--- src/rtl/out_uart_tx.sv ---
// -----------------------------------------------------------------------------
// out_uart_tx
//
// Output-port serialiser for the nic8 CPU. Watches the CPU output register
// `qreg` and, whenever its sampled value changes, queues the new value and
// sends it as three ASCII decimal digits plus a newline ("%03d\n") on an
// 8N1 UART line. A small FIFO absorbs bursts of output writes that arrive
// faster than the line can drain them.
//
// Parameters:
//   CLKS_PER_BIT  clock cycles per UART bit period (>= 2)
//   FIFO_DEPTH    pending values buffered (power of 2, >= 2)
//
// Ports:
//   clk       in   system clock, all state updates on posedge
//   reset     in   asynchronous, active-high reset
//   qreg      in   [7:0] CPU output register, sampled every posedge
//   tx        out  UART serial line, idle high (registered)
//   busy      out  FIFO non-empty or a value being converted/sent (registered)
//   overflow  out  sticky; a changed value was dropped because the FIFO was full
// -----------------------------------------------------------------------------
module out_uart_tx #(
    parameter int unsigned CLKS_PER_BIT = 16,
    parameter int unsigned FIFO_DEPTH   = 4
) (
    input  logic       clk,
    input  logic       reset,
    input  logic [7:0] qreg,
    output logic       tx,
    output logic       busy,
    output logic       overflow
);

    localparam int unsigned PtrW  = $clog2(FIFO_DEPTH);
    localparam int unsigned CntW  = PtrW + 1;
    localparam int unsigned BaudW = $clog2(CLKS_PER_BIT);

    localparam logic [BaudW-1:0] BaudLast = BaudW'(CLKS_PER_BIT - 1);
    localparam logic [CntW-1:0]  CntFull  = CntW'(FIFO_DEPTH);

    typedef enum logic [1:0] {
        StIdle,
        StConv,
        StSend
    } state_e;

    // -------------------------------------------------------------------------
    // State
    // -------------------------------------------------------------------------
    state_e            state_q, state_d;

    logic [7:0]        last_q_q, last_q_d;   // previous qreg sample
    logic              overflow_q, overflow_d;

    logic [7:0]        mem_q [FIFO_DEPTH];
    logic [PtrW-1:0]   wr_ptr_q, wr_ptr_d;
    logic [PtrW-1:0]   rd_ptr_q, rd_ptr_d;
    logic [CntW-1:0]   count_q, count_d;

    // Conversion datapath: v is the remainder, h/t/u the decimal digits.
    logic [7:0]        v_q, v_d;
    logic [1:0]        h_q, h_d;
    logic [3:0]        t_q, t_d;
    logic [3:0]        u_q, u_d;

    // Serialiser counters.
    logic [BaudW-1:0]  baud_q, baud_d;
    logic [3:0]        bit_q, bit_d;         // 0 start, 1..8 data, 9 stop
    logic [1:0]        chr_q, chr_d;         // character index within the value

    logic              tx_q, tx_d;
    logic              busy_q, busy_d;

    logic              change;
    logic              push;
    logic              pop;

    // -------------------------------------------------------------------------
    // State register
    // -------------------------------------------------------------------------
    always_ff @(posedge clk or posedge reset) begin
        if (reset) begin
            state_q    <= StIdle;
            last_q_q   <= 8'd0;
            overflow_q <= 1'b0;
            wr_ptr_q   <= '0;
            rd_ptr_q   <= '0;
            count_q    <= '0;
            v_q        <= 8'd0;
            h_q        <= 2'd0;
            t_q        <= 4'd0;
            u_q        <= 4'd0;
            baud_q     <= '0;
            bit_q      <= 4'd0;
            chr_q      <= 2'd0;
            tx_q       <= 1'b1;
            busy_q     <= 1'b0;
        end else begin
            state_q    <= state_d;
            last_q_q   <= last_q_d;
            overflow_q <= overflow_d;
            wr_ptr_q   <= wr_ptr_d;
            rd_ptr_q   <= rd_ptr_d;
            count_q    <= count_d;
            v_q        <= v_d;
            h_q        <= h_d;
            t_q        <= t_d;
            u_q        <= u_d;
            baud_q     <= baud_d;
            bit_q      <= bit_d;
            chr_q      <= chr_d;
            tx_q       <= tx_d;
            busy_q     <= busy_d;
        end
    end

    // FIFO storage needs no reset: only entries covered by count are ever read.
    always_ff @(posedge clk) begin
        if (push) begin
            mem_q[wr_ptr_q] <= qreg;
        end
    end

    // -------------------------------------------------------------------------
    // Next-state logic
    // -------------------------------------------------------------------------
    always_comb begin
        state_d    = state_q;
        last_q_d   = last_q_q;
        overflow_d = overflow_q;
        wr_ptr_d   = wr_ptr_q;
        rd_ptr_d   = rd_ptr_q;
        v_d        = v_q;
        h_d        = h_q;
        t_d        = t_q;
        u_d        = u_q;
        baud_d     = baud_q;
        bit_d      = bit_q;
        chr_d      = chr_q;

        // Change detect. Fullness is judged on the pre-pop count, so a push
        // into a full FIFO is dropped even when a pop happens on this edge.
        change = (qreg != last_q_q);
        push   = change && (count_q < CntFull);
        pop    = (state_q == StIdle) && (count_q != '0);

        if (change) begin
            last_q_d = qreg;
            if (!push) begin
                overflow_d = 1'b1;
            end
        end

        if (push) begin
            wr_ptr_d = wr_ptr_q + PtrW'(1);
        end
        if (pop) begin
            rd_ptr_d = rd_ptr_q + PtrW'(1);
        end
        count_d = count_q + CntW'(push) - CntW'(pop);

        unique case (state_q)
            StIdle: begin
                if (pop) begin
                    v_d     = mem_q[rd_ptr_q];
                    h_d     = 2'd0;
                    t_d     = 4'd0;
                    state_d = StConv;
                end
            end

            // Repeated subtraction, one step per cycle: hundreds first, then
            // tens; the remainder is the units digit.
            StConv: begin
                if (v_q >= 8'd100) begin
                    v_d = v_q - 8'd100;
                    h_d = h_q + 2'd1;
                end else if (v_q >= 8'd10) begin
                    v_d = v_q - 8'd10;
                    t_d = t_q + 4'd1;
                end else begin
                    u_d     = v_q[3:0];
                    chr_d   = 2'd0;
                    bit_d   = 4'd0;
                    baud_d  = '0;
                    state_d = StSend;
                end
            end

            // Four frames back to back; leave after the last stop bit.
            StSend: begin
                if (baud_q == BaudLast) begin
                    baud_d = '0;
                    if (bit_q == 4'd9) begin
                        bit_d = 4'd0;
                        if (chr_q == 2'd3) begin
                            state_d = StIdle;
                        end else begin
                            chr_d = chr_q + 2'd1;
                        end
                    end else begin
                        bit_d = bit_q + 4'd1;
                    end
                end else begin
                    baud_d = baud_q + BaudW'(1);
                end
            end

            default: begin
                state_d = StIdle;
            end
        endcase
    end

    // -------------------------------------------------------------------------
    // Output logic
    // Outputs are registered from the next-state values so that tx and busy
    // line up exactly with the state they describe and never glitch.
    // -------------------------------------------------------------------------
    logic [7:0] char_c;
    logic       frame_bit;

    always_comb begin
        char_c    = 8'h0A;
        frame_bit = 1'b1;

        unique case (chr_d)
            2'd0:    char_c = 8'h30 + {6'd0, h_d};
            2'd1:    char_c = 8'h30 + {4'd0, t_d};
            2'd2:    char_c = 8'h30 + {4'd0, u_d};
            2'd3:    char_c = 8'h0A;
            default: char_c = 8'h0A;
        endcase

        if (bit_d == 4'd0) begin
            frame_bit = 1'b0;
        end else if (bit_d <= 4'd8) begin
            frame_bit = char_c[3'(bit_d - 4'd1)];
        end else begin
            frame_bit = 1'b1;
        end

        tx_d   = (state_d == StSend) ? frame_bit : 1'b1;
        busy_d = (state_d != StIdle) || (count_d != '0);
    end

    assign tx       = tx_q;
    assign busy     = busy_q;
    assign overflow = overflow_q;

endmodule

--- config.mk ---
export PLATFORM = sky130hd
export DESIGN_NAME = out_uart_tx
export DESIGN_NICKNAME = d
export VERILOG_FILES = /design/src/rtl/out_uart_tx.sv
export SDC_FILE = /design/constraint.sdc
export NUM_CORES = 1
export LEC_CHECK = 0
export ABC_CLOCK_PERIOD_IN_PS = 6650
export CORE_MARGIN = 2
export CORE_UTILIZATION = 45
export CTS_CLUSTER_SIZE = 30
export DETAILED_ROUTE_END_ITERATION = 8
export PLACE_DENSITY_LB_ADDON = 0.3
export SYNTH_ARGS = -nofsm -noshare
export SYNTH_HDL_FRONTEND = slang
export SYNTH_SLANG_ARGS = --single-unit
--- constraint.sdc ---
create_clock -name clk -period 6.65 [get_ports clk]
set_clock_uncertainty 0.2 [all_clocks]
set_input_delay 0.665 -clock clk [delete_from_list [all_inputs] [get_ports clk]]
set_output_delay 0.665 -clock clk [all_outputs]
set_load 0.005 [all_outputs]
Word-level counts from Yosys, hierarchy flattened

Memories as Yosys holds them, arrays and structs flattened.
Index checks and enable logic that the tools add are counted.
Widths: inputs -> output; s select.

Bits in registers: 48
Memory bits (writable): 32
Output and inout bits: 3
Logic and storage cells: 109
Memories kept: 1

Add/subtract/negate cells: 15
$lt $le $gt $ge: 5
Eq/ne operators: 14
Mux-type cells: 44
Bitwise operators: 1
Reduce and logical (&&, ||, !) cells: 14

Memory list:

| name  | words | bits a word | rd ports | clocked after Yosys merged registers in | wr ports | RTL line | source |
|---|---|---|---|---|---|---|---|
| mem_q | 4     | 8           | 1        | 0                                       | 1        | 55       | `logic [7:0] mem_q [FIFO_DEPTH];` |

Operators by type and width:

| operator            | number |
|---|---|
| $mux 4              | 13 |
| $pmux 8 s4          | 1 |
| $mux 2              | 13 |
| $mux 8              | 3 |
| $pmux 4 s2          | 3 |
| $pmux 8 s2          | 1 |
| $add 6x4->7 const A | 2 |
| $add 4x1->4 const B | 3 |
| $eq 2x2->1 const B  | 5 |
| $add 2x1->2 const B | 4 |
| $eq 4x4->1 const B  | 2 |
| $ge 8x4->1 const B  | 1 |
| $ge 8x7->1 const B  | 1 |
| $ne 8x8->1          | 1 |
| $pmux 2 s2          | 2 |
| $sub 8x4->8 const B | 1 |
| $sub 8x7->8 const B | 1 |
| $add 6x2->7 const A | 1 |
| $mux 1              | 6 |
| $ne 2x2->1 const B  | 3 |
| $pmux 2 s3          | 1 |
| $reduce_and 3->1    | 2 |
| $reduce_bool 2->1   | 3 |
| $reduce_bool 3->1   | 2 |
| 15 further kinds    | 18 |

Logic depth before layout (Yosys ltp)

Gate-level depths: netlist of the first run.

Depth in word-level cells: 12
Mapped depth: 12
Gate-level depth less buffers: 12

Worst setup path after synthesis of the first run

No wires, ideal clock.

Path type: input port to flip-flop
Start point: input qreg[1]
End point: register busy_q (netlist: busy)
Library setup time: 0.146 ns
Arrival time: 3.059 ns
Required time: 6.304 ns
Path slack: 3.245 ns
Stages on the path: 12
Buffers on the path: 0
Path through: xor2_1 > nor4_1 > a21oi_1 > inv_1 > ha_1 > inv_1 > ha_1 > inv_1 > fa_1 > xnor2_1 > xnor2_1 > or4b_2

Word-level cells in the longest chain between the ends: 6

RTL lines:

| item                 | RTL line | source |
|---|---|---|
| from (decl)          | 28       | `input logic [7:0] qreg,` |
| $ne 8x8->1           | 143      | `change = (qreg != last_q_q);` |
| $logic_and 1x1->1    | 144      | `push = change && (count_q < CntFull);` |
| $add 3x1->3          | 160      | `count_d = count_q + CntW'(push) - CntW'(pop);` |
| $sub 3x1->3          | 160      |  |
| net count_d[2]       | 58       | `logic [CntW-1:0] count_q, count_d;` |
| $reduce_bool 3->1    | 244      | `busy_d = (state_d != StIdle) \|\| (count_d != '0);` |
| $logic_or 1x1->1     | 244      |  |
| net busy_d           | 72       | `logic busy_q, busy_d;` |
| to (signal assigned) | 113      | `busy_q <= busy_d;` |
| to (decl)            | 72       |  |

The timed path passes the listed nets, and every way through them passes these cells.
A chain may end at the register's enable or synchronous reset.

Final worst setup path of the first run

Start point: input qreg[6]
End point: register busy_q (netlist: busy)

Same word-level chain as after synthesis.

==> results.cfg, run 1 <==
[finish]
n_antenna_cell = 0
syn_to_final_growth_pct = 9.44
fin_nets = 405
multiInputGateArea_mm2 = 0.00195
num-fill-cells = 828
fin_util_pct = 50.7
seqCellArea_mm2 = 0.00216
drive_above_1_share_pct = 14.3

[power_and_ir_drop]
combPwrFrac_pct = 44.0
p_per_area_mw_per_mm2 = 454
leakagePower_uw = 0.00179
p_int_uw = 1230
seq_power_share_pct = 38.7
swShare_pct = 42.1
pwr-share-clk_pct = 17.3
vdd_ir_drop_max_mv = 0.265
power.switching_uw = 895

[placement]
hpwl_um = 5970
place_congestion = 0.855
io_buffers = 12

[timing]
timing.final.crit_period_ns = 3.98
finalCritPeriodShare_pct = 59.9
slew_viol_final = 0
tightest_slew_ns = 1.05
fmax_mhz = 251
hold_viol = 0
maxSlewHeadroom_pct = 30.1
setup_tns_ns = 0
grt_setup_unrepaired = no
setup_viol = 0

[cts]
cts_sinks = 80
cts_tree = done
cts_buffers = 9
htree_levels = 3
cts-hold-fix-buffers = 0
worstSkewPairLatency_ns = 0.35
clkTransAtPathRegs_ns = 0.09
cts_setup_buffers = 0
clockRootBuffer = clkbuf_8
cts_resized = 0
clk_path_buf_depth = 2

[synth]
ys_dominant_reg_cell = dfrtp_1
ys_seq_area_share_pct = 50.6
synthCells = 369
synth_commonest_cells = 47 x dfrtp_1, 32 x edfxtp_1, 22 x nand2_1, 22 x o21ai_0
synth-seq-cells = 80
yosys.area.top_type_share_pct = 27.5
syn_area_mm2 = 0.00428
synth_edf_count = 32
avgSynthCellArea_um2 = 11.6
yosysWarnings = 0
async_reset_ff_share_pct = 60.0
yosysTopAreaCell = dfrtp_1
synthMostInstantiatedCell = dfrtp_1
synthDistinctLibCells = 81
synth_area_leaders = dfrtp_1 27%, edfxtp_1 22%, ha_1 6.1%
synth_nets = 401

[floorplan]
dieHeight_um = 102
top_level_ports = 13
core_area_mm2 = 0.00924
row_count = 35
die_area_mm2 = 0.0103
die_w_um = 102
initial_core_util_pct = 46.3

[routing]
wl_met2_um = 4180
wirelength_met1_um = 3830
drc = 0
vias = 2870
drt-pass1-iter-count = 4
ant_nets = 0
dr.max_layer_used = met4
drt_iter0_markers = 201
routed_wl_um = 8500
wl_per_cell_um = 16.8
via_per_inst = 5.66
wl_met3_um = 349

[global_route]
grt_pass1_vias = 2926
antenna_found_initial = 0
grt-ovfl-total = 0
grt_max_degree = 49
grt_pass1_wl_um = 14800
track_usage_pct = 18.4

[outcome]
status = finished clean

[critical_path]
cp_data_required_time_ns = 6.67
max_stage_delay_ns = 0.61
crit_chain = clkdlybuf4s50_1 -> xor2_1 -> nor4_1 -> a21oi_1 -> inv_1 -> ha_1 -> inv_1 -> ha_1 -> inv_1 -> fa_1 -> xnor2_1 -> xnor2_1 -> or4b_2
cp_max_fo = 8
cp-end-kind = flip-flop
cp.arrival_ns = 4.00
criticalPathCategory = in2reg
worst_setup_path_start_kind = primary input
cp_slowest_cell = or4b_2
worst_path_most_repeated_cell = inv_1

[min_path]
min_path_type = reg2reg

[job]
drv_cap = 0
[layout make-up]
cell class	count	area share (%)
clock buffers	9	2.64
clock inverters	7	1.68
inverters	22	1.76
multi-input cells	247	41.5
flip-flops and latches	80	46.2
well taps	129	3.45
repair buffers	13	2.73
[kinds of logic (layout without fill, tap and decap cells)]
kind of cell,count (synthesis),count (layout),synth area share (%)
buffers and inverters,42,51,3.98
and+or+nand+nor,99,99,13.1
AOI/OAI and AO/OA,93,93,16.1
xor gates and xnor gates,16,16,3.27
muxes,17,17,6.40
DFF,80,80,50.6
adders and majority gates,22,22,6.61
[sequential cells by signal, summed over array words and instances (netlist names), 2 cells and up]
| register | cells |
|---|---|
| bit_q | 4 |
| rd_ptr_q | 2 |
| last_q_q | 8 |
| u_q | 4 |
| t_q | 4 |
| mem_q | 32 |
| h_q | 2 |
| baud_q | 4 |
| count_q | 3 |
| v_q | 8 |
| wr_ptr_q | 2 |
| state_q | 2 |
| chr_q | 2 |
[layer usage]
layer,global-route usage [%],vias to the layer above
li1,-,1384
met4,5.82,0
met1,25.1,1415
met5,0,-
met2,29.9,59
met3,3.73,12
[power by group through the flow]
stage | sequential [uW] | combinational, uW | clock, uW
after floorplan | 747 | 789 | 0
after CTS | 824 | 938 | 375
after global placement | 826 | 913 | 0
after global routing | 845 | 1060 | 395
after detailed placement | 835 | 937 | 0
final | 822 | 935 | 367
[worst max-delay path, delay by kind of cell]
family	cells	cell delay [ns]
compound gates	1	0.29
xor+xnor	3	0.49
fa+ha+maj	3	0.73
simple gates	2	1.10
buf+inv	4	0.73
[final timing paths]
path | start | end | slack, ns | depth (start not counted)
max reg2reg | state_q[1]$_DFF_PP0_ | tx$_DFF_PP1_ | 3.10 | 11
min reg2reg | overflow$_DFFE_PP0P_ | overflow$_DFFE_PP0P_ | 0.27 | 1
max in group asynchronous | reset | last_q_q[5]$_DFFE_PP0N_ | 4.91 | 2
max | qreg[6] | busy$_DFF_PP0_ | 2.67 | 13
min in group asynchronous | reset | wr_ptr_q[1]$_DFFE_PP0P_ | 0.68 | 2
min | overflow$_DFFE_PP0P_ | overflow$_DFFE_PP0P_ | 0.27 | 1
[per-stage QoR]
stage / power [uW] / instance area (um2) / setup slack (ns) / std cells / hold WS, ns
6_report: 2120 / 4680 / 2.67 / 507 / 0.268
3_3_place_gp: 1740 / 4480 / 2.35 / 491 / 0.244
2_1_floorplan: 1540 / 4280 / 3.25 / 369 / 0.251
4_1_cts: 2140 / 4680 / 2.61 / 507 / 0.272
5_1_grt: 2300 / 4680 / 2.41 / 507 / 0.283
3_5_place_dp: 1770 / 4480 / 2.23 / 491 / 0.249
[layout by cell type, fill, tap and decap left out, types with 2 or more instances in the layout]
| cell type | synthesis | layout |
|---|---|---|
| dfrtp_1 | 47 | 47 |
| edfxtp_1 | 32 | 32 |
| o21ai_0 | 22 | 22 |
| nand2_1 | 22 | 22 |
| ha_1 | 21 | 21 |
| inv_1 | 21 | 20 |
| nor2_1 | 17 | 17 |
| a21oi_1 | 13 | 13 |
| clkdlybuf4s50_1 | 0 | 12 |
| xor2_1 | 11 | 11 |
| nor3_1 | 10 | 10 |
| clkbuf_8 | 0 | 9 |
| nand3_1 | 8 | 8 |
| mux4_2 | 8 | 8 |
| o211ai_1 | 7 | 7 |
| and2_1 | 6 | 6 |
| mux2i_1 | 6 | 6 |
| a31oi_1 | 5 | 5 |
| xnor2_1 | 5 | 5 |
| nor4_1 | 4 | 4 |
| a21oi_2 | 3 | 3 |
| o31ai_1 | 3 | 3 |
| a22oi_1 | 3 | 3 |
| o22ai_1 | 3 | 3 |
| mux2_2 | 3 | 3 |
| nand2b_1 | 3 | 3 |
| nand4_1 | 3 | 3 |
| a32oi_1 | 3 | 3 |
| a211oi_4 | 2 | 2 |
| nor4b_1 | 2 | 2 |
| or2_2 | 2 | 2 |
| a21o_1 | 2 | 2 |
| o21ai_2 | 2 | 2 |
| nand3b_1 | 2 | 2 |
| or3b_1 | 2 | 2 |
| o311ai_0 | 2 | 2 |
| inv_2 | 1 | 2 |
| a21boi_0 | 2 | 2 |
| clkinv_4 | 0 | 2 |
Power figures use the tool's default switching activity.
==> run 2, diff against run 1 <==
--- a/config.mk
+++ b/config.mk
@@ -5,7 +5,7 @@
 export SDC_FILE = /design/constraint.sdc
 export NUM_CORES = 1
 export LEC_CHECK = 0
-export ABC_CLOCK_PERIOD_IN_PS = 6650
+export ABC_CLOCK_PERIOD_IN_PS = 3700
 export CORE_MARGIN = 2
 export CORE_UTILIZATION = 45
 export CTS_CLUSTER_SIZE = 30
==> constraint.sdc (replaced) <==
create_clock -name clk -period 3.7 [get_ports clk]
set_clock_uncertainty 0.2 [all_clocks]
set_input_delay 0.37 -clock clk [delete_from_list [all_inputs] [get_ports clk]]
set_output_delay 0.37 -clock clk [all_outputs]
set_load 0.005 [all_outputs]
==> run 2 against run 1 <==
Count of clock-buffer cells in the layout is the same; wire length is 3.1% higher; global-route usage rose by 0.22 points; cell area rose by 2.6%; setup slack lost 2.4 ns; sequential share of layout area down 1.2 points; via count increased by 3.4%; combinational power up 86%; critical path depth decreased by 3; die area stayed put; critical path type is now reg2reg; largest power group unchanged.
==> results.cfg, run 2 (synthesis results as in run 1) <==
[outcome]
status = finished clean

[power_and_ir_drop]
leakagePower_uw = 0.00187
p_per_area_mw_per_mm2 = 823
vdd_ir_drop_max_mv = 0.456

[floorplan]
die_area_mm2 = 0.0103
top_level_ports = 13
initial_core_util_pct = 46.3
dieHeight_um = 102
row_count = 35
die_w_um = 102
core_area_mm2 = 0.00924

[timing]
slew_viol_final = 0
hold_viol = 0
grt_setup_unrepaired = no
timing.final.crit_period_ns = 3.45
tightest_slew_ns = 1.04
fmax_mhz = 290
setup_tns_ns = 0
setup_viol = 0
finalCritPeriodShare_pct = 93.2
maxSlewHeadroom_pct = 30.5

[finish]
n_antenna_cell = 0
layout_common_cells = 47 x dfrtp_1, 32 x edfxtp_1, 22 x o21ai_0, 22 x nand2_1, 21 x ha_1
num-fill-cells = 812
layout_commonest_cell = dfrtp_1
fin_nets = 418
syn_to_final_growth_pct = 12.3
top_register = mem_q
largest_reg_flops = 32
fin_util_pct = 52.0
drive_above_1_share_pct = 17.1
largestRegisters = mem_q x32, last_q_q x8, v_q x8

[placement]
hpwl_um = 6140
io_buffers = 12
place_congestion = 0.836

[critical_path]
max_stage_delay_ns = 0.49
cp_max_fo = 8
ff2ff_setup_slack_ns = 0.25
r2r_cells = 10
path_buf_inv = 2
r2r_end = tx$_DFF_PP1_
cp-end-kind = flip-flop
criticalPathCategory = reg2reg
crit_family = compound AO/OA/AOI/OAI gates
cp_data_required_time_ns = 3.79
worst_setup_path_start_kind = flip-flop
crit_chain = inv_1 -> ha_1 -> a211oi_4 -> a21oi_2 -> a221o_2 -> inv_1 -> ha_1 -> a311oi_1 -> a22oi_1 -> a311o_1
cp.arrival_ns = 3.53
r2r-start = v_q[2]$_DFFE_PP0P_
cp_slowest_cell = a221o_2

[cts]
cts_tree = done
cts_setup_buffers = 0
worstSkewPairLatency_ns = 0.35
cts_sinks = 80
cts_buffers = 9
clk_path_buf_depth = 2
clkTransAtPathRegs_ns = 0.09
clockRootBuffer = clkbuf_8
cts_resized = 0
htree_levels = 3
cts-hold-fix-buffers = 0

[global_route]
grtUsageMet3_pct = 3.80
grt_max_degree = 49
grt_pass1_wl_um = 14900
grtUsageMet1_pct = 25.5
grt.busiest_layer = met2
grt-ovfl-total = 0
track_usage_pct = 18.7
antenna_found_initial = 0
grt_pass1_vias = 2998
grtUsageMet2_pct = 29.5

[routing]
drt-pass1-iter-count = 4
drc = 0
routed_wl_um = 8770
wl_per_cell_um = 16.9
ant_nets = 0
via_per_inst = 5.71
drt_iter0_markers = 142
vias = 2969

[min_path]
hold_depth = 1
worstHoldStart = overflow$_DFFE_PP0P_
min_path_type = reg2reg
whs_endpoint = overflow$_DFFE_PP0P_

[job]
drv_cap = 0
## run 2: cell types whose count changed in the layout (fill, tap and decap cells not counted)
cell        before  now
buf_4            1   14
bufinv_16        1    2
clkinvlp_4       1    0
inv_6            1    0
inv_8            1    2
## run 2: cell type report
class,instances,area [um2],area share (%)
sequential,80,2160,45.0
multi-input combinational,247,1950,40.5
timing repair buffer,26,225,4.69
tap,129,161,3.36
clock buffer,9,124,2.58
clock inverter,7,104,2.16
inverter,22,82.6,1.72
## run 2: metal layers
layer  wire length [um]  vias up
met5                  0        -
met4                142        0
met3                308       15
met2               4280       64
met1               4040     1481
li1                   -     1409
## run 2: worst max-delay path by stage
stage | startpoint | end | slack (ns) | cells past startpoint
after global routing | v_q[2]$_DFFE_PP0P_ | tx$_DFF_PP1_ | 0.02 | 10
after CTS | v_q[2]$_DFFE_PP0P_ | tx$_DFF_PP1_ | 0.30 | 10
after detailed placement | qreg[4] | busy$_DFF_PP0_ | 0.03 | 14
after global placement | qreg[4] | busy$_DFF_PP0_ | 0.03 | 14
final | v_q[2]$_DFFE_PP0P_ | tx$_DFF_PP1_ | 0.25 | 10
after floorplan | last_q_q[1]$_DFFE_PP0N_ | busy$_DFF_PP0_ | 0.59 | 12
## run 2: where the power goes
group / internal (uW) / total [uW] / leakage, uW / switching [uW]
combinational: 727 / 1740 / 0.000869 / 1010
sequential: 1200 / 1480 / 0.000885 / 281
clock: 390 / 736 / 0.000115 / 347
## run 2: worst register-to-register path, cell delays in order, from the launching register on
cell,delay (ns)
dfrtp_1,0.47
inv_1,0.16
ha_1,0.30
a211oi_4,0.36
a21oi_2,0.20
a221o_2,0.49
inv_1,0.16
ha_1,0.32
a311oi_1,0.26
a22oi_1,0.13
a311o_1,0.33
## run 2: per-stage QoR
stage          total power (uW)  instances  area (um2)  setup WS [ns]  hold WS, ns
2_1_floorplan              2760        369        4280          0.585        0.251
4_1_cts                    3960        520        4810          0.298        0.269
6_report                   3960        520        4810          0.253        0.262
5_1_grt                    4250        520        4810         0.0216        0.296
3_3_place_gp               3160        504        4580         0.0309        0.245
3_5_place_dp               3230        504        4580         0.0345        0.246
